### config.mk
export PLATFORM = sky130hd
export DESIGN_NAME = mem_access
export DESIGN_NICKNAME = d
export VERILOG_FILES = /design/src/rtl/mem_access.sv
export SDC_FILE = /design/constraint.sdc
export NUM_CORES = 1
export LEC_CHECK = 0
export CAP_MARGIN = 20
export CORE_UTILIZATION = 43
export DETAILED_ROUTE_END_ITERATION = 12
export PLACE_DENSITY = 0.81
export SYNTH_ARGS = -nofsm -noshare
export SYNTH_HDL_FRONTEND = slang
export SYNTH_SLANG_ARGS = --single-unit
export TNS_END_PERCENT = 30
### constraint.sdc
create_clock -name clk -period 2.91 [get_ports clk]
set_input_delay 0.873 -clock clk [delete_from_list [all_inputs] [get_ports clk]]
set_output_delay 0.873 -clock clk [all_outputs]
set_load 0.01 [all_outputs]
### src/rtl/mem_access.sv
// Memory-access pipeline stage. Drives the data bus, absorbs wait states and
// timeouts, flags misaligned accesses and registers the MEM/WB payload.
module mem_access #(
   parameter int unsigned BUS_TIMEOUT = 16
) (
   input  logic        clk,
   input  logic        rst,
   input  logic        keep,
   input  logic        nop,
   input  logic [31:0] ALU_co_pype,
   input  logic [31:0] read_data2_pype2,
   input  logic [31:0] PCp4_pype2,
   input  logic [4:0]  WReg_pype2,
   input  logic [2:0]  writeback_control_pype2,
   input  logic [2:0]  funct3_pype2,
   input  logic [1:0]  MemRW_pype2,
   input  logic [1:0]  dsize_pype2,
   output logic        dmem_req,
   output logic        dmem_we,
   output logic [31:0] dmem_addr,
   output logic [31:0] dmem_wdata,
   output logic [3:0]  dmem_wstrb,
   input  logic        dmem_ready,
   input  logic [31:0] dmem_rdata,
   output logic [31:0] ALU_co_pype3,
   output logic [31:0] load_data_pype3,
   output logic [31:0] PCp4_pype3,
   output logic [4:0]  WReg_pype3,
   output logic [2:0]  writeback_control_pype3,
   output logic        mem_stall,
   output logic        mem_misalign,
   output logic        mem_bus_error,
   output logic [31:0] mem_fault_addr
);
   localparam int unsigned CNT_W = $clog2(BUS_TIMEOUT) + 1;

   typedef enum logic [1:0] {S_IDLE, S_WAIT, S_HOLD} state_e;

   state_e           state_q, state_d;
   logic [CNT_W-1:0] cnt_q, cnt_d;
   logic [31:0]      rbuf_q, rbuf_d;
   logic             hold_err_q, hold_err_d;
   logic [31:0]      alu_q, alu_d, ld_q, ld_d, pc_q, pc_d, fault_q, fault_d;
   logic [4:0]       wreg_q, wreg_d;
   logic [2:0]       wbc_q, wbc_d;
   logic             mis_q, mis_d, bus_err_q, bus_err_d;

   logic        memop, misaligned, access, timeout, req, stall, bubble, mis_evt;
   logic [31:0] word;
   logic [7:0]  byte_sel;
   logic [15:0] half_sel;
   logic [31:0] ld_ext;

   // Request decode and timeout detection
   always_comb begin
      memop      = |MemRW_pype2;
      misaligned = ((dsize_pype2 == 2'b01) & ALU_co_pype[0]) |
                   ((dsize_pype2 == 2'b10) & (ALU_co_pype[1:0] != 2'b00));
      access     = memop & ~misaligned;
      timeout    = (state_q == S_WAIT) & ~dmem_ready &
                   (cnt_q >= CNT_W'(BUS_TIMEOUT - 1));
      mis_evt    = (state_q == S_IDLE) & memop & misaligned & ~keep;
   end

   // Bus FSM next state; HOLD parks a finished access while the hazard unit holds keep
   always_comb begin
      state_d    = state_q;
      cnt_d      = cnt_q;
      rbuf_d     = rbuf_q;
      hold_err_d = hold_err_q;
      req        = 1'b0;
      stall      = 1'b0;
      case (state_q)
         S_IDLE: begin
            if (access) begin
               req = 1'b1;
               if (dmem_ready) begin
                  rbuf_d = dmem_rdata;
                  if (keep) state_d = S_HOLD;
               end else begin
                  stall   = 1'b1;
                  state_d = S_WAIT;
                  cnt_d   = CNT_W'(1);
               end
            end
         end
         S_WAIT: begin
            if (dmem_ready) begin
               req     = 1'b1;
               rbuf_d  = dmem_rdata;
               cnt_d   = '0;
               state_d = keep ? S_HOLD : S_IDLE;
            end else if (timeout) begin
               cnt_d      = '0;
               hold_err_d = keep;
               state_d    = keep ? S_HOLD : S_IDLE;
            end else begin
               req   = 1'b1;
               stall = 1'b1;
               cnt_d = cnt_q + CNT_W'(1);
            end
         end
         S_HOLD: begin
            if (!keep) begin
               state_d    = S_IDLE;
               hold_err_d = 1'b0;
            end
         end
         default: state_d = S_IDLE;
      endcase
   end

   // Store lane replication and strobes
   always_comb begin
      dmem_addr = {ALU_co_pype[31:2], 2'b00};
      dmem_we   = MemRW_pype2[0];
      case (dsize_pype2)
         2'b00: begin
            dmem_wdata = {4{read_data2_pype2[7:0]}};
            dmem_wstrb = 4'b0001 << ALU_co_pype[1:0];
         end
         2'b01: begin
            dmem_wdata = {2{read_data2_pype2[15:0]}};
            dmem_wstrb = 4'b0011 << ALU_co_pype[1:0];
         end
         default: begin
            dmem_wdata = read_data2_pype2;
            dmem_wstrb = 4'b1111;
         end
      endcase
      dmem_req  = req & rst;
      mem_stall = stall & rst;
   end

   // Load lane select and extension; HOLD reads the buffered word
   always_comb begin
      word     = (state_q == S_HOLD) ? rbuf_q : dmem_rdata;
      byte_sel = word[{ALU_co_pype[1:0], 3'b000} +: 8];
      half_sel = ALU_co_pype[1] ? word[31:16] : word[15:0];
      case (funct3_pype2)
         3'b000:  ld_ext = {{24{byte_sel[7]}}, byte_sel};
         3'b001:  ld_ext = {{16{half_sel[15]}}, half_sel};
         3'b010:  ld_ext = word;
         3'b100:  ld_ext = {24'h0, byte_sel};
         3'b101:  ld_ext = {16'h0, half_sel};
         default: ld_ext = 32'h0;
      endcase
   end

   // MEM/WB payload: frozen on stall or keep, bubbled on nop or a faulted access
   always_comb begin
      alu_d  = alu_q;
      ld_d   = ld_q;
      pc_d   = pc_q;
      wreg_d = wreg_q;
      wbc_d  = wbc_q;
      bubble = nop | ((state_q == S_IDLE) & memop & misaligned) | timeout |
               ((state_q == S_HOLD) & hold_err_q);
      if (!stall && !keep) begin
         if (bubble) begin
            alu_d  = '0;
            ld_d   = '0;
            pc_d   = '0;
            wreg_d = '0;
            wbc_d  = '0;
         end else begin
            alu_d  = ALU_co_pype;
            ld_d   = MemRW_pype2[1] ? ld_ext : 32'h0;
            pc_d   = PCp4_pype2;
            wreg_d = WReg_pype2;
            wbc_d  = writeback_control_pype2;
         end
      end
      mis_d     = mis_evt;
      bus_err_d = timeout;
      fault_d   = (mis_evt | timeout) ? ALU_co_pype : fault_q;
   end

   always_ff @(posedge clk) begin
      if (!rst) begin
         state_q    <= S_IDLE;
         cnt_q      <= '0;
         rbuf_q     <= '0;
         hold_err_q <= 1'b0;
      end else begin
         state_q    <= state_d;
         cnt_q      <= cnt_d;
         rbuf_q     <= rbuf_d;
         hold_err_q <= hold_err_d;
      end
   end

   always_ff @(posedge clk) begin
      if (!rst) begin
         alu_q     <= '0;
         ld_q      <= '0;
         pc_q      <= '0;
         wreg_q    <= '0;
         wbc_q     <= '0;
         mis_q     <= 1'b0;
         bus_err_q <= 1'b0;
         fault_q   <= '0;
      end else begin
         alu_q     <= alu_d;
         ld_q      <= ld_d;
         pc_q      <= pc_d;
         wreg_q    <= wreg_d;
         wbc_q     <= wbc_d;
         mis_q     <= mis_d;
         bus_err_q <= bus_err_d;
         fault_q   <= fault_d;
      end
   end

   assign ALU_co_pype3            = alu_q;
   assign load_data_pype3         = ld_q;
   assign PCp4_pype3              = pc_q;
   assign WReg_pype3              = wreg_q;
   assign writeback_control_pype3 = wbc_q;
   assign mem_misalign            = mis_q;
   assign mem_bus_error           = bus_err_q;
   assign mem_fault_addr          = fault_q;
endmodule

* After elaboration in Yosys (flattened, before gate mapping)
Cells that the tools add are included.
** Word-level totals
- Register bits :: 178
- Input port bits :: 148
- Output and inout port bits :: 209
- Word-level logic and storage cells :: 104
** Cells by class
- Add/sub/neg operators :: 1
- Magnitude comparators :: 1
- Eq/ne operators :: 15
- Shift-type cells :: 3
- Multiplexer cells :: 39
- Bitwise logic cells :: 19
- Reduce and logical (&&, ||, !) cells :: 14
** Operators with widths (number)
- 32-bit two-way mux :: 7
- 32-bit one-hot mux with 5 select lines :: 1
- 32-bit one-hot mux with 2 select lines :: 2
- 32-bit by 6-bit indexed part select with 8-bit output :: 1
- 5-bit two-way mux :: 5
- 16-bit two-way mux :: 1
- 2-bit two-way mux :: 7
- 1-bit AND :: 11
- 2-bit != test (second input constant) :: 5
- 5-bit one-hot mux with 2 select lines :: 1
- 1-bit two-way mux :: 9
- 4-bit one-hot mux with 2 select lines :: 1
- 4-bit AND reduction :: 2
- 3-bit equality test (second input constant) :: 2
- 3-bit != test (second input constant) :: 2
- 1-bit one-hot mux with 2 select lines :: 3
- 2-bit one-hot mux with 3 select lines :: 1
- 2-bit nonzero test :: 3
- 5-bit by 1-bit adder with 5-bit output (second input constant) :: 1
- 5-bit by 4-bit greater-or-equal comparator with 1-bit output (second input constant) :: 1
- 1-bit OR :: 5
- 2-bit by 1-bit equality test with 1-bit output (second input constant) :: 2
- 2-bit equality test (second input constant) :: 2
- 2-bit zero test :: 2
- 12 further kinds :: 15

* Depth between registers and ports, before layout
- Depth in word-level cells :: 9
- Mapped depth :: 10
- Depth with buffers taken out :: 8

* Worst setup path before layout
Ideal clock, no wire load.
- Kind :: input port to output port
- From :: input port ALU_co_pype[1]
- To :: output port mem_stall
- Arrival :: 1.987 ns
- Data required time :: 2.037 ns
- Slack :: 0.050 ns
- Stages :: 5
- Path buffers :: 1
- Path through :: clkbuf_1 > and3b_1 > a21oi_2 > a22oi_1 > nor4_1
** On the way
- Cells in the longest elaborated chain, start to end :: 8
** Ends and longest elaborated chain
- from (decl) :: RTL line 10 : input logic [31:0] ALU_co_pype,
- 2-bit nonzero test :: RTL line 58 : ((dsize_pype2 == 2'b10) & (ALU_co_pype[1:0] != 2'b00));
- 1-bit AND :: RTL line 58
- 1-bit OR :: RTL line 57 : misaligned = ((dsize_pype2 == 2'b01) & ALU_co_pype[0]) |
- 1-bit inverter :: RTL line 59 : access = memop & ~misaligned;
- 1-bit AND :: RTL line 59
- 1-bit two-way mux :: RTL line 75 : if (access) begin
- 1-bit one-hot mux with 2 select lines :: RTL line 73 : case (state_q)
- 1-bit AND :: RTL line 132 : mem_stall = stall & rst;
- to (decl) :: RTL line 30 : output logic mem_stall,
No other way between the ends.

* Final worst setup path
- From :: register cnt_q[1]
- To :: output port dmem_req
** On the way
- Cells in the longest elaborated chain, start to end :: 6
** Ends and longest elaborated chain
- from (decl) :: RTL line 40 : logic [CNT_W-1:0] cnt_q, cnt_d;
- from (signal assigned) :: RTL line 187 : cnt_q <= cnt_d;
- 5-bit by 4-bit greater-or-equal comparator with 1-bit output :: RTL line 61 : (cnt_q >= CNT_W'(BUS_TIMEOUT - 1));
- 1-bit AND :: RTL line 60 : timeout = (state_q == S_WAIT) & ~dmem_ready &
- 1-bit two-way mux :: RTL line 93 : end else if (timeout) begin
- 1-bit two-way mux :: RTL line 88 : if (dmem_ready) begin
- 1-bit one-hot mux with 2 select lines :: RTL line 73
- 1-bit AND :: RTL line 131 : dmem_req = req & rst;
- to (decl) :: RTL line 18 : output logic dmem_req,
No other way between the ends.

==> out/metrics.cfg <==
[floorplan]
start_util_pct = 44.1
io_pins = 357
rows = 50
die_x_um = 141
core_um2 = 18800
fp.dieH_um = 141
die_area_um2 = 19800

[timing]
maxSlewViolCount = 0
timing.final.ws_setup_ns = 0.0263
clock_skew_ns = 0.0109
max_freq_ghz = 0.347
min_period_ns = 2.88
worstMarginPinSlew_ns = 0.772
rsz0062_at_grt = yes
relSlewSlack_pct = 48.6
fin_crit_sh_pct = 99.1
hold_violations = 0
setup_viol = 0

[clock_tree]
cts.path.max_buffers = 2
clk_pin_slew_ns = 0.07
numCtsBuffers = 17
h-tree-depth = 4
worstSkewPairLatency_ns = 0.42
cts_root_buf = clkbuf_16
tritoncts = yes
clock-sinks = 178
cts_hold_buf = 0

[synthesis]
synth.avg_cell_area_um2 = 8.92
syn_area_um2 = 8280
yosysTopAreaCellShare_pct = 43.0
async_reset_ff_share_pct = 0
synth.area.top_cells = dfxtp_1, mux2i_1, nand3_1
synth_seq_cells = 178
ys_types = 57
ys_seq_area_share_pct = 43.0
synth_top_cell_by_area = dfxtp_1
netlist_instances = 929
ys_warn_count = 0
synth-main-ff-cell = dfxtp_1
synth_edf_count = 0

[placed_design]
dpl.hpwl_mm = 19.7
port_buffers = 354
dpl_worst_slack_ns = -0.811
gp_congestion = 0.862

[final_layout]
final_core_util_pct = 68.0
area_growth_pct = 54.1
nets = 1411
final_layout_size_suffix_gt1_share_pct = 13.8

[worst_setup_path]
rr_worst_depth = 10
r2r_end = ALU_co_pype3[12]
cp-start-kind = flip-flop
critPathKind = flip-flop to output port
r2r-start = cnt_q[1]
critPathArrivalTime_ns = 2.01
crit_required_ns = 2.04
reg2reg_slack_ns = 0.28
end_kind = output port
critPathMaxFanout = 3

[route]
ant_nets = 0
drt_iter0_markers = 555
detail_route.wl_per_cell_um = 17.9
finalWirelength_mm = 26.9
num_vias = 8072
drc = 0
dr.pass1.iters = 5
vias_per_cell = 5.35

[grt]
first_global_vias = 7644
grt_overflow = 0
grt_max_degree = 72
grt_use_total_pct = 26.6
grt_pass1_wl_mm = 41.1
antenna_found_initial = 1

[min_path]
hp-class = flip-flop to flip-flop
hp-start = ALU_co_pype3[31]
whs_endpoint = ALU_co_pype3[31]
hold_depth = 2

[pwr]
powerDensity_nw_per_um2 = 491
total_power_uw = 6270
irDropWorstVdd_uv = 350
leakage_uw = 0.00509

[run]
drv_cap = 0

[outcome]
status = finished clean

==> layout make-up <==
type | count | area [um^2]
sequential | 178 | 3560
tap | 234 | 293
multi-input combinational | 626 | 4040
clock inverter | 12 | 170
fill | 1546 | 6000
timing repair buffer | 432 | 4220
inverter | 6 | 25.0
antenna | 1 | 2.50
clock buffer | 19 | 453
==> metrics by stage <==
step                instance area (um^2)  setup TNS, ns  hold slack (ns)  instances
floorplan                           8290              0            0.443        930
global placement                   12100         -50.51            0.437       1470
detailed placement                 12100         -62.60            0.442       1470
CTS                                12800              0            0.451       1507
global route                       12800        -0.0554            0.466       1508
finish                             12800              0            0.450       1508
==> routing by layer <==
layer  vias up  share of wire, %  GRT usage [%]
met4         0               2.7           9.73
met3        46               7.0           5.88
met5         -                 0              0
met1      3734                41           32.2
met2       339                49           46.1
li1       3953                 -              -
==> cell usage after synthesis (all sizes together), types with 2 or more instances <==
master	count
dfxtp	178
nand2	118
nand3	114
a21oi	83
buf	83
mux2i	65
o21ai	54
nor2	43
clkbuf	37
mux2	27
a22o	25
o311ai	15
a22oi	10
mux4	7
o22ai	7
o2bb2ai	7
inv	5
nor2b	4
nor3	4
nor4	4
o211ai	4
a211oi	3
a311oi	2
a31oi	2
and2	2
and3	2
ha	2
nand2b	2
o211a	2
or3	2
==> cells by family after synthesis <==
family	count (synthesis)	synth area share (%)
buffers and inverters	126	9.06
other	1	0.0453
AO/OA/AOI/OAI	220	17.1
adder cells (fa/ha/maj)	2	0.302
multiplexers	99	13.4
flip-flops	178	43.0
AND/OR/NAND/NOR	302	16.9
XOR/XNOR	1	0.106
==> registers in the layout (all words and copies together) (netlist names) <==
register	flops
ALU_co_pype3	32
PCp4_pype3	32
load_data_pype3	32
mem_fault_addr	32
rbuf_q	32
WReg_pype3	5
cnt_q	5
writeback_control_pype3	3
state_q	2
hold_err_q	1
mem_bus_error	1
mem_misalign	1
==> report_power, final <==
part           switching [uW]  internal, uW  total, uW
sequential               58.4          2540       2600
clock                     994          1410       2410
combinational             615           653       1270
total                    1670          4600       6270
==> worst max-delay path, cell delays in order (launching register included) <==
cell	delay (ns)
dfxtp_1	0.34
ha_4	0.17
and3_4	0.18
ha_4	0.17
buf_4	0.14
o311ai_4	0.24
o2111a_1	0.21
buf_2	0.13
==> how the worst max path moves through the flow <==
stage | startpoint | to | slack (ns) | depth (start not counted)
floorplan | ALU_co_pype[1] | mem_stall | 0.05 | 5
global placement | dsize_pype2[0] | dmem_req | -0.72 | 5
detailed placement | dsize_pype2[0] | dmem_req | -0.81 | 5
CTS | cnt_q[1] | dmem_req | 0.006 | 7
global route | cnt_q[1] | dmem_req | -0.06 | 7
finish | cnt_q[1] | dmem_req | 0.03 | 7
==> layout by cell type, fill, tap and decap left out, types with 17 or more instances in the layout <==
| cell type | synthesis | routed |
|---|---|---|
| nor2_1 | 42 | 40 |
| clkbuf_16 | 0 | 17 |
| buf_4 | 47 | 65 |
| mux2_2 | 27 | 27 |
| a21oi_1 | 82 | 82 |
| dlygate4sd2_1 | 0 | 27 |
| clkdlybuf4s50_1 | 0 | 312 |
| mux2i_1 | 65 | 65 |
| o21ai_0 | 54 | 53 |
| nand2_1 | 118 | 118 |
| dfxtp_1 | 178 | 177 |
| nand3_1 | 114 | 114 |
| a22o_1 | 25 | 25 |
==> what timing repair did <==
action	4_1_cts	5_1_grt
buffers inserted	6	0
pin swaps	9	1
endpoints found under the setup margin	97	4
resized for setup	87	2
Note: power is estimated with default switching activity, not from simulation.
